[src/rtl/x_multdiv_unit.sv]
// Multi-cycle signed multiply / restoring divide for the execute stage.
// Stalls the front of the pipeline while iterating, then presents a one-cycle result.
module x_multdiv_unit #(
    parameter int WIDTH = 32,
    parameter int ITER  = 32
) (
    input  logic             clock,
    input  logic             reset,
    input  logic [31:0]      in_ir,
    input  logic [WIDTH-1:0] in_A,
    input  logic [WIDTH-1:0] in_B,
    input  logic             in_valid,
    input  logic             in_hold,
    output logic [WIDTH-1:0] out_result,
    output logic [4:0]       out_rd,
    output logic             out_exception,
    output logic             out_ready,
    output logic             out_stall
);

    localparam int CW = (ITER > 1) ? $clog2(ITER) : 1;
    localparam logic [CW-1:0] LAST = CW'(ITER - 1);

    typedef enum logic [1:0] {IDLE, BUSY, DONE} state_t;

    state_t            state_reg, state_next;
    logic [CW-1:0]     count_reg;
    logic [WIDTH-1:0]  hi_reg, lo_reg, hi_next, lo_next;
    logic [WIDTH-1:0]  a_mag_reg, b_mag_reg;
    logic              op_div_reg, neg_reg, bzero_reg;
    logic [4:0]        rd_reg;
    logic [WIDTH-1:0]  res_reg, res_final;
    logic              exc_reg, exc_final;

    logic              start;
    logic [WIDTH-1:0]  a_mag_in, b_mag_in;
    logic [WIDTH:0]    mul_sum, div_shift;
    logic [2*WIDTH-1:0] prod_signed;
    logic [WIDTH-1:0]  quot_signed;
    logic              unused_ir_bits;

    assign unused_ir_bits = ^{in_ir[21:7], in_ir[1:0]};

    always_comb begin
        start = in_valid && (in_ir[31:27] == 5'b00000) &&
                ((in_ir[6:2] == 5'b00110) || (in_ir[6:2] == 5'b00111));
        a_mag_in = in_A[WIDTH-1] ? -in_A : in_A;
        b_mag_in = in_B[WIDTH-1] ? -in_B : in_B;
    end

    always_comb begin
        state_next = state_reg;
        case (state_reg)
            IDLE:    if (start) state_next = BUSY;
            BUSY:    if (count_reg == LAST) state_next = DONE;
            DONE:    if (!in_hold) state_next = IDLE;
            default: state_next = IDLE;
        endcase
    end

    // One iteration: hi holds the partial product / partial remainder, lo the
    // multiplier / quotient bits being shifted through.
    always_comb begin
        mul_sum   = {1'b0, hi_reg} + (lo_reg[0] ? {1'b0, a_mag_reg} : '0);
        div_shift = {hi_reg, lo_reg[WIDTH-1]};
        hi_next   = mul_sum[WIDTH:1];
        lo_next   = {mul_sum[0], lo_reg[WIDTH-1:1]};
        if (op_div_reg) begin
            if (div_shift >= {1'b0, b_mag_reg}) begin
                hi_next = WIDTH'(div_shift - {1'b0, b_mag_reg});
                lo_next = {lo_reg[WIDTH-2:0], 1'b1};
            end else begin
                hi_next = div_shift[WIDTH-1:0];
                lo_next = {lo_reg[WIDTH-2:0], 1'b0};
            end
        end
    end

    always_comb begin
        prod_signed = neg_reg ? -{hi_next, lo_next} : {hi_next, lo_next};
        quot_signed = neg_reg ? -lo_next : lo_next;
        if (!op_div_reg) begin
            res_final = prod_signed[WIDTH-1:0];
            exc_final = prod_signed[2*WIDTH-1:WIDTH] != {WIDTH{prod_signed[WIDTH-1]}};
        end else if (bzero_reg) begin
            res_final = '0;
            exc_final = 1'b1;
        end else begin
            res_final = quot_signed;
            // A positive quotient of 2^(WIDTH-1) only arises from MIN / -1.
            exc_final = lo_next[WIDTH-1] && !neg_reg;
        end
    end

    always_ff @(posedge clock or posedge reset) begin
        if (reset) begin
            state_reg  <= IDLE;
            count_reg  <= '0;
            hi_reg     <= '0;
            lo_reg     <= '0;
            a_mag_reg  <= '0;
            b_mag_reg  <= '0;
            op_div_reg <= 1'b0;
            neg_reg    <= 1'b0;
            bzero_reg  <= 1'b0;
            rd_reg     <= '0;
            res_reg    <= '0;
            exc_reg    <= 1'b0;
        end else begin
            state_reg <= state_next;
            case (state_reg)
                IDLE: begin
                    if (start) begin
                        count_reg  <= '0;
                        hi_reg     <= '0;
                        lo_reg     <= in_ir[2] ? a_mag_in : b_mag_in;
                        a_mag_reg  <= a_mag_in;
                        b_mag_reg  <= b_mag_in;
                        op_div_reg <= in_ir[2];
                        neg_reg    <= in_A[WIDTH-1] ^ in_B[WIDTH-1];
                        bzero_reg  <= (in_B == '0);
                        rd_reg     <= in_ir[26:22];
                    end
                end
                BUSY: begin
                    hi_reg    <= hi_next;
                    lo_reg    <= lo_next;
                    count_reg <= count_reg + 1'b1;
                    if (count_reg == LAST) begin
                        res_reg <= res_final;
                        exc_reg <= exc_final;
                    end
                end
                default: ;
            endcase
        end
    end

    // Outside DONE the X/M latch must see zeros, not the last result.
    always_comb begin
        out_ready     = (state_reg == DONE);
        out_result    = out_ready ? res_reg : '0;
        out_exception = out_ready && exc_reg;
        out_rd        = out_ready ? rd_reg : 5'd0;
        out_stall     = !reset && (((state_reg == IDLE) && start) || (state_reg == BUSY));
    end

endmodule
[config.mk]
export PLATFORM = sky130hd
export DESIGN_NAME = x_multdiv_unit
export DESIGN_NICKNAME = d
export VERILOG_FILES = /design/src/rtl/x_multdiv_unit.sv
export SDC_FILE = /design/constraint.sdc
export NUM_CORES = 1
export LEC_CHECK = 0
export BUFFER_PORTS_ARGS = -buffer_cell sky130_fd_sc_hd__buf_2
export CELL_PAD_IN_SITES_DETAIL_PLACEMENT = 0
export CELL_PAD_IN_SITES_GLOBAL_PLACEMENT = 1
export CORE_ASPECT_RATIO = 0.7
export CORE_MARGIN = 1.5
export CORE_UTILIZATION = 50
export CTS_CLUSTER_SIZE = 28
export DETAILED_ROUTE_END_ITERATION = 8
export PLACE_DENSITY = 0.91
export SKIP_LAST_GASP = 1
export SYNTH_ARGS = -nofsm -noshare
export SYNTH_HDL_FRONTEND = slang
export SYNTH_SLANG_ARGS = --single-unit
[constraint.sdc]
create_clock -name clock -period 16.8 [get_ports clock]
set_input_delay 2.52 -clock clock [delete_from_list [all_inputs] [get_ports clock]]
set_output_delay 2.52 -clock clock [all_outputs]
set_load 0.1 [all_outputs]
==> results of run 1 <==
[per-stage QoR]
| stage | hold slack, ns | instances | utilization |
|---|---|---|---|
| finish | 0.467 | 2431 | 0.548 |
| CTS | 0.472 | 2431 | 0.548 |
| global route | 0.498 | 2431 | 0.548 |
| floorplan | 0.437 | 1959 | - |
| detailed placement | 0.454 | 2399 | 0.531 |
| global placement | 0.453 | 2399 | 0.531 |
[worst paths after layout]
kind / start / endpoint / slack [ns]
setup / recovery: hi_reg[23]$_DFFE_PP0P_ / exc_reg$_DFFE_PP0P_ / 10.0
max in group asynchronous: reset / hi_reg[25]$_DFFE_PP0P_ / 12.95
hold / removal: rd_reg[0]$_DFFE_PP0P_ / rd_reg[0]$_DFFE_PP0P_ / 0.47
min in group asynchronous: reset / rd_reg[0]$_DFFE_PP0P_ / 2.28
setup reg to reg: hi_reg[23]$_DFFE_PP0P_ / exc_reg$_DFFE_PP0P_ / 10.0
hold reg to reg: rd_reg[0]$_DFFE_PP0P_ / rd_reg[0]$_DFFE_PP0P_ / 0.47
[cells by family (layout without fill, tap and decap cells)]
family	after synthesis	in the layout	synth area share
AO/OA/AOI/OAI	611	611	0.267
adder cells (fa/ha/maj)	71	71	0.0574
AND/OR/NAND/NOR	720	720	0.231
flip-flops	176	176	0.280
XOR/XNOR	155	155	0.0863
multiplexers	44	44	0.0284
buffers and inverters	182	234	0.0489
[layer usage]
layer	routed length, um	part of all wire
met1	24800	0.48
met2	21600	0.42
met3	3730	0.073
met4	1260	0.024
met5	0	0
[power breakdown]
group | switching, W | total (W) | internal, W
clock | 0.000192 | 0.000384 | 0.000191
combinational | 0.000407 | 0.000643 | 0.000236
sequential | 0.0000310 | 0.000480 | 0.000449
[area by class of cell]
class | count | area (um2)
clock inverters | 14 | 111
well taps | 420 | 526
repair buffers | 138 | 731
inverters | 64 | 245
clock buffers | 18 | 429
multi-input cells | 1601 | 10600
flip-flops and latches | 176 | 4410
fillers | 3004 | 14000
[worst max-delay path, cell delays in order (launching register included)]
cell	delay, ns
dfrtp_1	0.43
ha_1	0.46
a21oi_2	0.24
o21ai_2	0.14
a2111oi_4	0.38
o21a_1	0.17
buf_4	0.29
a31oi_1	0.31
inv_1	0.25
ha_1	0.21
o21ai_1	0.16
or4b_4	0.62
or3_4	0.45
nor2_1	0.10
o21ai_1	0.11
nor4_4	0.38
nand2_2	0.18
o31ai_1	0.30
xor2_1	0.13
or3b_2	0.51
or4_1	0.42
a22oi_1	0.31
a21oi_1	0.10
[placed cells by master (no fill, tap or decap), drive strengths merged, types with 68 or more instances in the layout]
master / instances
xor2: 87
nand2: 291
buf: 138
a21oi: 91
nor2: 77
o21ai: 199
dfrtp: 176
ha: 69
and2: 78
xnor2: 68
==> impl_metrics.env, run 1 <==
export IMPL_grt_pass1_wl_mm=79.5
export IMPL_fmax_mhz=147
export IMPL_worst_slack_ns=10.0
export IMPL_rows=54
export IMPL_finClkSkew_ns=0.0109
export IMPL_die_h_um=151
export IMPL_post_cts_buffers=0
export IMPL_ys_types=98
export IMPL_place_ws_ns=10.03
export IMPL_clockBufferDepth=2
export IMPL_synthMostInstantiatedCell="nand2_1"
export IMPL_die_width_um=215
export IMPL_root_buffer="clkbuf_16"
export IMPL_stdcell_area_mm2=0.0170
export IMPL_ctsResizeCount=0
export IMPL_critPathLaunchType="flip-flop"
export IMPL_synthArstFlopShare=1.00
export IMPL_worst_slew_pin_slew_ns=1.19
export IMPL_hold_buffers=0
export IMPL_cp_end_kind="flip-flop"
export IMPL_synth_edff_count=0
export IMPL_io_pins=140
export IMPL_rr_worst_depth=22
export IMPL_h_tree_depth=4
export IMPL_synthTopCellsByCount="289 x nand2_1, 189 x o21ai_0, 176 x dfrtp_1, 87 x xor2_1, 86 x a21oi_1"
export IMPL_vdd_drop_max_mv=0.0526
export IMPL_viasPerCell=6.35
export IMPL_min_path_type="reg2reg"
export IMPL_cts_sinks=176
export IMPL_worstSetupPathType="reg2reg"
export IMPL_synth_top_cells_by_area="dfrtp_1 28%, nand2_1 6.9%, o21ai_0 6.0%"
export IMPL_outcome="completed"
export IMPL_use_met3=0.0512
export IMPL_start_util=0.506
export IMPL_synth_top_area_share=0.280
export IMPL_antenna_cells=0
export IMPL_place_gp_congestion=0.994
export IMPL_wl_per_cell_um=21.1
export IMPL_gr_usage_met2=0.458
export IMPL_timing_final_crit_share=0.405
export IMPL_dp_hpwl_mm=38.6
export IMPL_synth_area_per_cell_um2=8.03
export IMPL_setup_violations_final=0
export IMPL_syn_to_final_growth_pct=8.27
export IMPL_fin_nets=2169
export IMPL_track_usage=0.313
export IMPL_synthFlopType="dfrtp_1"
export IMPL_synth_seq_area_share=0.280
export IMPL_core_area_mm2=0.0311
export IMPL_yosys_register_bits=176
export IMPL_clk_latency_ns=0.46
export IMPL_grtUsageMet1=0.469
export IMPL_synthCells=1959
export IMPL_port_buffers=122
export IMPL_min_period_ns=6.80
export IMPL_path_clk_slew_ns=0.08
export IMPL_antenna_found_initial=0
export IMPL_p_leak_nw=7.79
export IMPL_rsz0062_at_grt="false"
export IMPL_synth_top_cell_by_area="dfrtp_1"
export IMPL_critPathMaxFanout=18
export IMPL_vias=15400
export IMPL_syn_area_mm2=0.0157
export IMPL_min_path_cells=2
export IMPL_cts_buffers_inserted=17
export IMPL_overflow=0
export IMPL_tritoncts="yes"
export IMPL_drc=0
export IMPL_power_total_w=0.00151
export IMPL_finalHoldViolations=0
export IMPL_required_ns=17.13
export IMPL_grt_busiest_layer="met1"
export IMPL_max_slew_margin=0.205
export IMPL_drt_iter0_drc=1770
export IMPL_cp_arrival_ns=7.14
export IMPL_die_area_mm2=0.0325
export IMPL_cap_violations=0
export IMPL_slew_viol_final=0
export IMPL_fin_tns_setup_ns=0
export IMPL_drtPass1Iterations=6
export IMPL_wl_mm=51.4
export IMPL_dpl_instance_area_mm2=0.0165
export IMPL_ys_warn_count=0
export IMPL_powerDensity_mw_per_mm2=88.4
export IMPL_syn_nets=2130
export IMPL_ant_nets=0
export IMPL_grt_pass1_vias=13800
export IMPL_grt_max_degree=110
export IMPL_final_layout_size_suffix_gt1_frac=0.117
(Power assumes the default switching activity.)
==> run 2: changes to the inputs <==
--- a/config.mk
+++ b/config.mk
@@ -10,10 +10,10 @@
 export CELL_PAD_IN_SITES_GLOBAL_PLACEMENT = 1
 export CORE_ASPECT_RATIO = 0.7
 export CORE_MARGIN = 1.5
-export CORE_UTILIZATION = 50
+export CORE_UTILIZATION = 46
 export CTS_CLUSTER_SIZE = 28
 export DETAILED_ROUTE_END_ITERATION = 8
-export PLACE_DENSITY = 0.91
+export PLACE_DENSITY = 0.85
 export SKIP_LAST_GASP = 1
 export SYNTH_ARGS = -nofsm -noshare
 export SYNTH_HDL_FRONTEND = slang
==> constraint.sdc (replaced) <==
create_clock -name clock -period 6.3 [get_ports clock]
set_input_delay 0.945 -clock clock [delete_from_list [all_inputs] [get_ports clock]]
set_output_delay 0.945 -clock clock [all_outputs]
set_load 0.1 [all_outputs]
==> run 2 against run 1 <==
  * Count of clock-buffer cells in the layout rose by 1
  * Largest power group unchanged
  * Largest cell class unchanged
  * Worst hold slack improved by 0.0066 ns
  * Setup slack got worse by 9.7 ns
  * Power rose to 2.8 times the previous value
==> impl_metrics.env, run 2 (same netlist as run 1, synthesis figures left out) <==
export IMPL_outcome="completed"
export IMPL_required_ns=6.62
export IMPL_power_total_w=0.00415
export IMPL_port_buffers=122
export IMPL_syn_to_final_growth_pct=10.3
export IMPL_cp_arrival_ns=6.34
export IMPL_clockBufferDepth=2
export IMPL_critPathMaxStageDelay_ns=0.62
export IMPL_dr_max_layer_used="met4"
export IMPL_cap_violations=0
export IMPL_grt_max_degree=87
export IMPL_wl_mm=53.8
export IMPL_fin_nets=2198
export IMPL_path_clk_slew_ns=0.07
export IMPL_tritoncts="yes"
export IMPL_final_common_cell="nand2_1"
export IMPL_dr_wl_met2_mm=22.3
export IMPL_min_period_ns=6.02
export IMPL_fin_util=0.517
export IMPL_start_util=0.469
export IMPL_fill_cells=3257
export IMPL_cts_sinks=176
export IMPL_crit_path_top_delay_cell="or4b_4"
export IMPL_overflow=0
export IMPL_die_width_um=224
export IMPL_drc=0
export IMPL_max_slew_margin=0.208
export IMPL_critPathMaxFanout=7
export IMPL_layout_common_cells="289 x nand2_1, 188 x o21ai_0, 174 x dfrtp_1, 122 x buf_2, 87 x xor2_1"
export IMPL_grt_pass1_vias=13900
export IMPL_critPathLaunchType="flip-flop"
export IMPL_dr_wl_met3_mm=3.78
export IMPL_seq_area_mm2=0.00441
export IMPL_antenna_cells=0
export IMPL_place_gp_congestion=1.03
export IMPL_die_area_mm2=0.0353
export IMPL_track_usage=0.300
export IMPL_worst_slew_pin_slew_ns=1.18
export IMPL_cp_end_kind="flip-flop"
export IMPL_dp_hpwl_mm=41.1
export IMPL_finalHoldViolations=0
export IMPL_io_pins=140
export IMPL_clk_latency_ns=0.45
export IMPL_powerDensity_mw_per_mm2=239
export IMPL_timing_final_crit_share=0.955
export IMPL_fmax_mhz=166
export IMPL_h_tree_depth=4
export IMPL_min_path_type="reg2reg"
export IMPL_core_area_mm2=0.0336
export IMPL_slew_viol_final=0
export IMPL_die_h_um=158
export IMPL_vdd_drop_max_mv=0.178
export IMPL_finClkSkew_ns=0.0158
export IMPL_viasPerCell=6.29
export IMPL_crit_chain="inv_1 > ha_1 > a21oi_1 > o21a_1 > nand2_1 > o311ai_4 > a31oi_2 > inv_1 > ha_1 > o21ai_1 > or4b_4 > or3_4 > nor2_1 > o21ai_1 > nor4_4 > nand2_2 > o31ai_4 > xnor2_1 > or3b_2 > or4_1 > a22oi_1 > a21oi_1"
export IMPL_grt_pass1_wl_mm=82.1
export IMPL_rows=56
export IMPL_ant_nets=0
export IMPL_p_leak_nw=7.97
export IMPL_final_layout_size_suffix_gt1_frac=0.135
export IMPL_root_buffer="clkbuf_16"
export IMPL_wl_per_cell_um=21.7
export IMPL_drtPass1Iterations=5
export IMPL_drt_iter0_drc=1708
export IMPL_setup_violations_final=0
export IMPL_multi_input_area_mm2=0.0106
export IMPL_m1WireLength_mm=26.5
export IMPL_cts_buffers_inserted=17
export IMPL_antenna_found_initial=0
export IMPL_worstSetupPathType="reg2reg"
export IMPL_vias=15600
export IMPL_fin_tns_setup_ns=0
run 2: cell count changes in the layout (fill, tap and decap cells not counted), moves of 3 or more:
cell and change:
o31ai_2 +3, clkinv_4 -3, buf_4 +29, o31ai_1 -3
inv_6 +3
run 2: final timing paths:
kind	from	to	slack, ns	cells past startpoint
hold / removal	rd_reg[3]$_DFFE_PP0P_	rd_reg[3]$_DFFE_PP0P_	0.47	2
setup / recovery	b_mag_reg[16]$_DFFE_PP0P_	exc_reg$_DFFE_PP0P_	0.28	22
setup reg to reg	b_mag_reg[16]$_DFFE_PP0P_	exc_reg$_DFFE_PP0P_	0.28	22
max in group asynchronous	reset	res_reg[28]$_DFFE_PP0P_	4.39	3
hold reg to reg	rd_reg[3]$_DFFE_PP0P_	rd_reg[3]$_DFFE_PP0P_	0.47	2
min in group asynchronous	reset	rd_reg[2]$_DFFE_PP0P_	0.57	2
run 2: what timing repair did:
item,CTS,global route
buffers inserted,0,3
gates resized for setup,0,14
endpoints found under the setup margin,0,1
hold buffers,0,0
run 2: metrics by stage:
step                cells  worst slack [ns]  area, um2  hold WS, ns
global route         2475          -0.00381      17300        0.503
finish               2475             0.283      17300        0.474
CTS                  2472            0.0730      17300        0.477
detailed placement   2440             0.116      16700        0.459
global placement     2440             0.195      16700        0.453
floorplan            1959             0.581      15700        0.437
run 2: cell type report:
type | instances | share of cell area
well taps | 435 | 0.0314
flip-flops and latches | 176 | 0.254
repair buffers | 167 | 0.0547
clock buffers | 19 | 0.0250
inverters | 64 | 0.0141
multi-input cells | 1601 | 0.613
clock inverters | 13 | 0.00743
run 2: worst max-delay path: cells and delay by family (launching register included):
kind / cells / cell delay, ns
adder cells (fa/ha/maj): 2 / 0.51
flip-flops: 1 / 0.39
buffers and inverters: 2 / 0.32
XOR/XNOR: 1 / 0.12
AO/OA/AOI/OAI: 9 / 1.93
AND/OR/NAND/NOR: 8 / 2.61
run 2: power breakdown:
| group | leakage [nW] | total [W] | switching (W) | internal [W] |
|---|---|---|---|---|
| clock | 0.275 | 0.00107 | 0.000514 | 0.000555 |
| combinational | 5.65 | 0.00180 | 0.00113 | 0.000677 |
| sequential | 2.05 | 0.00128 | 0.0000824 | 0.00120 |
run 2: per-layer routing:
layer | global-route usage | up-vias
li1 | - | 7305
met1 | 0.459 | 7590
met2 | 0.434 | 618
met3 | 0.0418 | 61
met4 | 0.0827 | 0
met5 | 0 | -
==> run 3: changes to the inputs <==
==> constraint.sdc (replaced) <==
create_clock -name clock -period 6.3 [get_ports clock]
set_input_delay 1.26 -clock clock [delete_from_list [all_inputs] [get_ports clock]]
set_output_delay 1.26 -clock clock [all_outputs]
set_load 0.1 [all_outputs]
==> run 3 against run 2 <==
  * Fmax fell by 1.3%
  * Global-route usage rose by 0.16 points
  * Count of clock-buffer cells in the layout rose by 2
  * Critical path depth fell by 2
  * Sequential cell count did not move
  * Final cell count fell by 0.24%
  * Sequential share of layout area barely moved
  * Combinational power barely moved
  * Power rose by 3.6%
  * Core utilization rose by 0.067 points
  * Largest power group unchanged
==> impl_metrics.env, run 3 (same netlist as run 1, synthesis figures left out) <==
export IMPL_fin_nets=2192
export IMPL_antenna_found_initial=0
export IMPL_fmax_mhz=164
export IMPL_die_area_mm2=0.0353
export IMPL_cap_violations=0
export IMPL_track_usage=0.302
export IMPL_clkPwrFrac=0.284
export IMPL_place_ws_ns=0.0578
export IMPL_vdd_drop_max_mv=0.216
export IMPL_rsz0062_at_grt="false"
export IMPL_power_frac_seq=0.297
export IMPL_drc=0
export IMPL_die_h_um=158
export IMPL_die_width_um=224
export IMPL_layout_common_cells="289 x nand2_1, 189 x o21ai_0, 174 x dfrtp_1, 122 x buf_2, 87 x xor2_1"
export IMPL_min_path_type="reg2reg"
export IMPL_max_slew_margin=0.221
export IMPL_grt_max_degree=96
export IMPL_cts_buffers_inserted=17
export IMPL_p_leak_nw=7.98
export IMPL_clk_latency_ns=0.47
export IMPL_worstSetupPathType="reg2reg"
export IMPL_dp_hpwl_mm=40.6
export IMPL_wl_mm=53.7
export IMPL_min_period_ns=6.10
export IMPL_grt_pass1_vias=14200
export IMPL_worst_slew_pin_slew_ns=1.16
export IMPL_r2r_start="b_mag_reg[16]$_DFFE_PP0P_"
export IMPL_rr_worst_depth=20
export IMPL_overflow=0
export IMPL_fin_tns_setup_ns=0
export IMPL_cts_sinks=176
export IMPL_syn_to_final_growth_pct=10.4
export IMPL_critPathLaunchType="flip-flop"
export IMPL_fin_util=0.517
export IMPL_cp_arrival_ns=6.43
export IMPL_worst_slack_ns=0.203
export IMPL_p_int_w=0.00257
export IMPL_netSwitchingFraction=0.402
export IMPL_drtPass1Iterations=8
export IMPL_cp_end_kind="flip-flop"
export IMPL_p_sw_w=0.00173
export IMPL_outcome="completed"
export IMPL_place_gp_congestion=0.982
export IMPL_pwr_share_comb=0.419
export IMPL_crit_chain="inv_1 > ha_1 > a21oi_1 > o21a_1 > nand2_1 > o311ai_4 > a31oi_1 > inv_1 > ha_1 > o21ai_1 > or4b_4 > or3_4 > nor3_4 > nand3_1 > or4_4 > o21ai_0 > xnor2_1 > or4_1 > a22oi_1 > a21oi_1"
export IMPL_core_area_mm2=0.0336
export IMPL_required_ns=6.64
export IMPL_h_tree_depth=4
export IMPL_slew_viol_final=0
export IMPL_start_util=0.469
export IMPL_ant_nets=0
export IMPL_io_pins=140
export IMPL_viasPerCell=6.34
export IMPL_min_from="a_mag_reg[17]$_DFFE_PP0P_"
export IMPL_r2r_end="exc_reg$_DFFE_PP0P_"
export IMPL_drt_iter0_drc=1748
export IMPL_path_clk_slew_ns=0.07
export IMPL_final_common_cell="nand2_1"
export IMPL_powerDensity_mw_per_mm2=248
export IMPL_min_path_cells=2
export IMPL_antenna_cells=0
export IMPL_tritoncts="yes"
export IMPL_port_buffers=122
export IMPL_vias=15700
export IMPL_finClkSkew_ns=0.0114
export IMPL_root_buffer="clkbuf_16"
export IMPL_setup_violations_final=0
export IMPL_rows=56
export IMPL_hold_buffers=0
export IMPL_finalHoldViolations=0
export IMPL_grt_pass1_wl_mm=82.4
export IMPL_critPathMaxStageDelay_ns=0.61
export IMPL_final_layout_size_suffix_gt1_frac=0.129
export IMPL_critPathMaxFanout=7
export IMPL_min_to="a_mag_reg[17]$_DFFE_PP0P_"
export IMPL_r2r_slack_ns=0.20
export IMPL_crit_path_top_delay_cell="or4b_4"
export IMPL_wl_per_cell_um=21.7
export IMPL_clockBufferDepth=2
export IMPL_timing_final_crit_share=0.968
[run 3: how the worst max path moves through the flow]
stage,startpoint,end,slack [ns],depth (start not counted)
floorplan,reset,a_mag_reg[0]$_DFFE_PP0P_,0.27,1
global placement,hi_reg[23]$_DFFE_PP0P_,exc_reg$_DFFE_PP0P_,0.23,19
detailed placement,hi_reg[23]$_DFFE_PP0P_,exc_reg$_DFFE_PP0P_,0.06,19
CTS,hi_reg[23]$_DFFE_PP0P_,exc_reg$_DFFE_PP0P_,0.03,19
global route,hi_reg[7]$_DFFE_PP0P_,exc_reg$_DFFE_PP0P_,0.008,19
finish,b_mag_reg[16]$_DFFE_PP0P_,exc_reg$_DFFE_PP0P_,0.20,20
[run 3: power groups by stage]
| stage | Combinational, W | Sequential (W) | Clock, W |
|---|---|---|---|
| floorplan | 0.00125 | 0.00127 | 0 |
| global placement | 0.00172 | 0.00129 | 0 |
| detailed placement | 0.00173 | 0.00130 | 0 |
| CTS | 0.00175 | 0.00128 | 0.00122 |
| global route | 0.00195 | 0.00129 | 0.00127 |
| finish | 0.00180 | 0.00128 | 0.00122 |
[run 3: worst max-delay path: cells and delay by family, from the launching register on]
kind | cells | cell delay [ns]
adders and majority gates | 2 | 0.51
AOI/OAI and AO/OA | 8 | 1.88
DFF | 1 | 0.38
and+or+nand+nor | 7 | 2.74
buffers and inverters | 2 | 0.31
xor gates and xnor gates | 1 | 0.14
[run 3: layout make-up]
cell class                 instances  area (um2)
tap                              435         544
timing repair buffer             161         916
clock buffer                      21         470
inverter                          64         245
sequential                       176        4410
clock inverter                    11         176
multi-input combinational       1601       10600
fill                            3243       16200
[run 3: repair_timing]
action,in CTS,in global routing
setup buffers,0,0
gates resized for setup,0,7
endpoints found under the setup margin,0,1
[run 3: metrics by stage]
stage | cell area (um2) | total power [W] | cells | hold slack, ns
finish | 17400 | 0.00430 | 2469 | 0.475
global route | 17400 | 0.00450 | 2469 | 0.494
CTS | 17300 | 0.00425 | 2469 | 0.479
detailed placement | 16700 | 0.00303 | 2437 | 0.459
global placement | 16700 | 0.00301 | 2437 | 0.455
floorplan | 15700 | 0.00251 | 1959 | 0.437
[run 3: metal layers]
metal / wire length (um) / GRT usage
met3: 3540 / 0.0373
met4: 1400 / 0.101
met2: 22400 / 0.436
met1: 26400 / 0.459
met5: 0 / 0
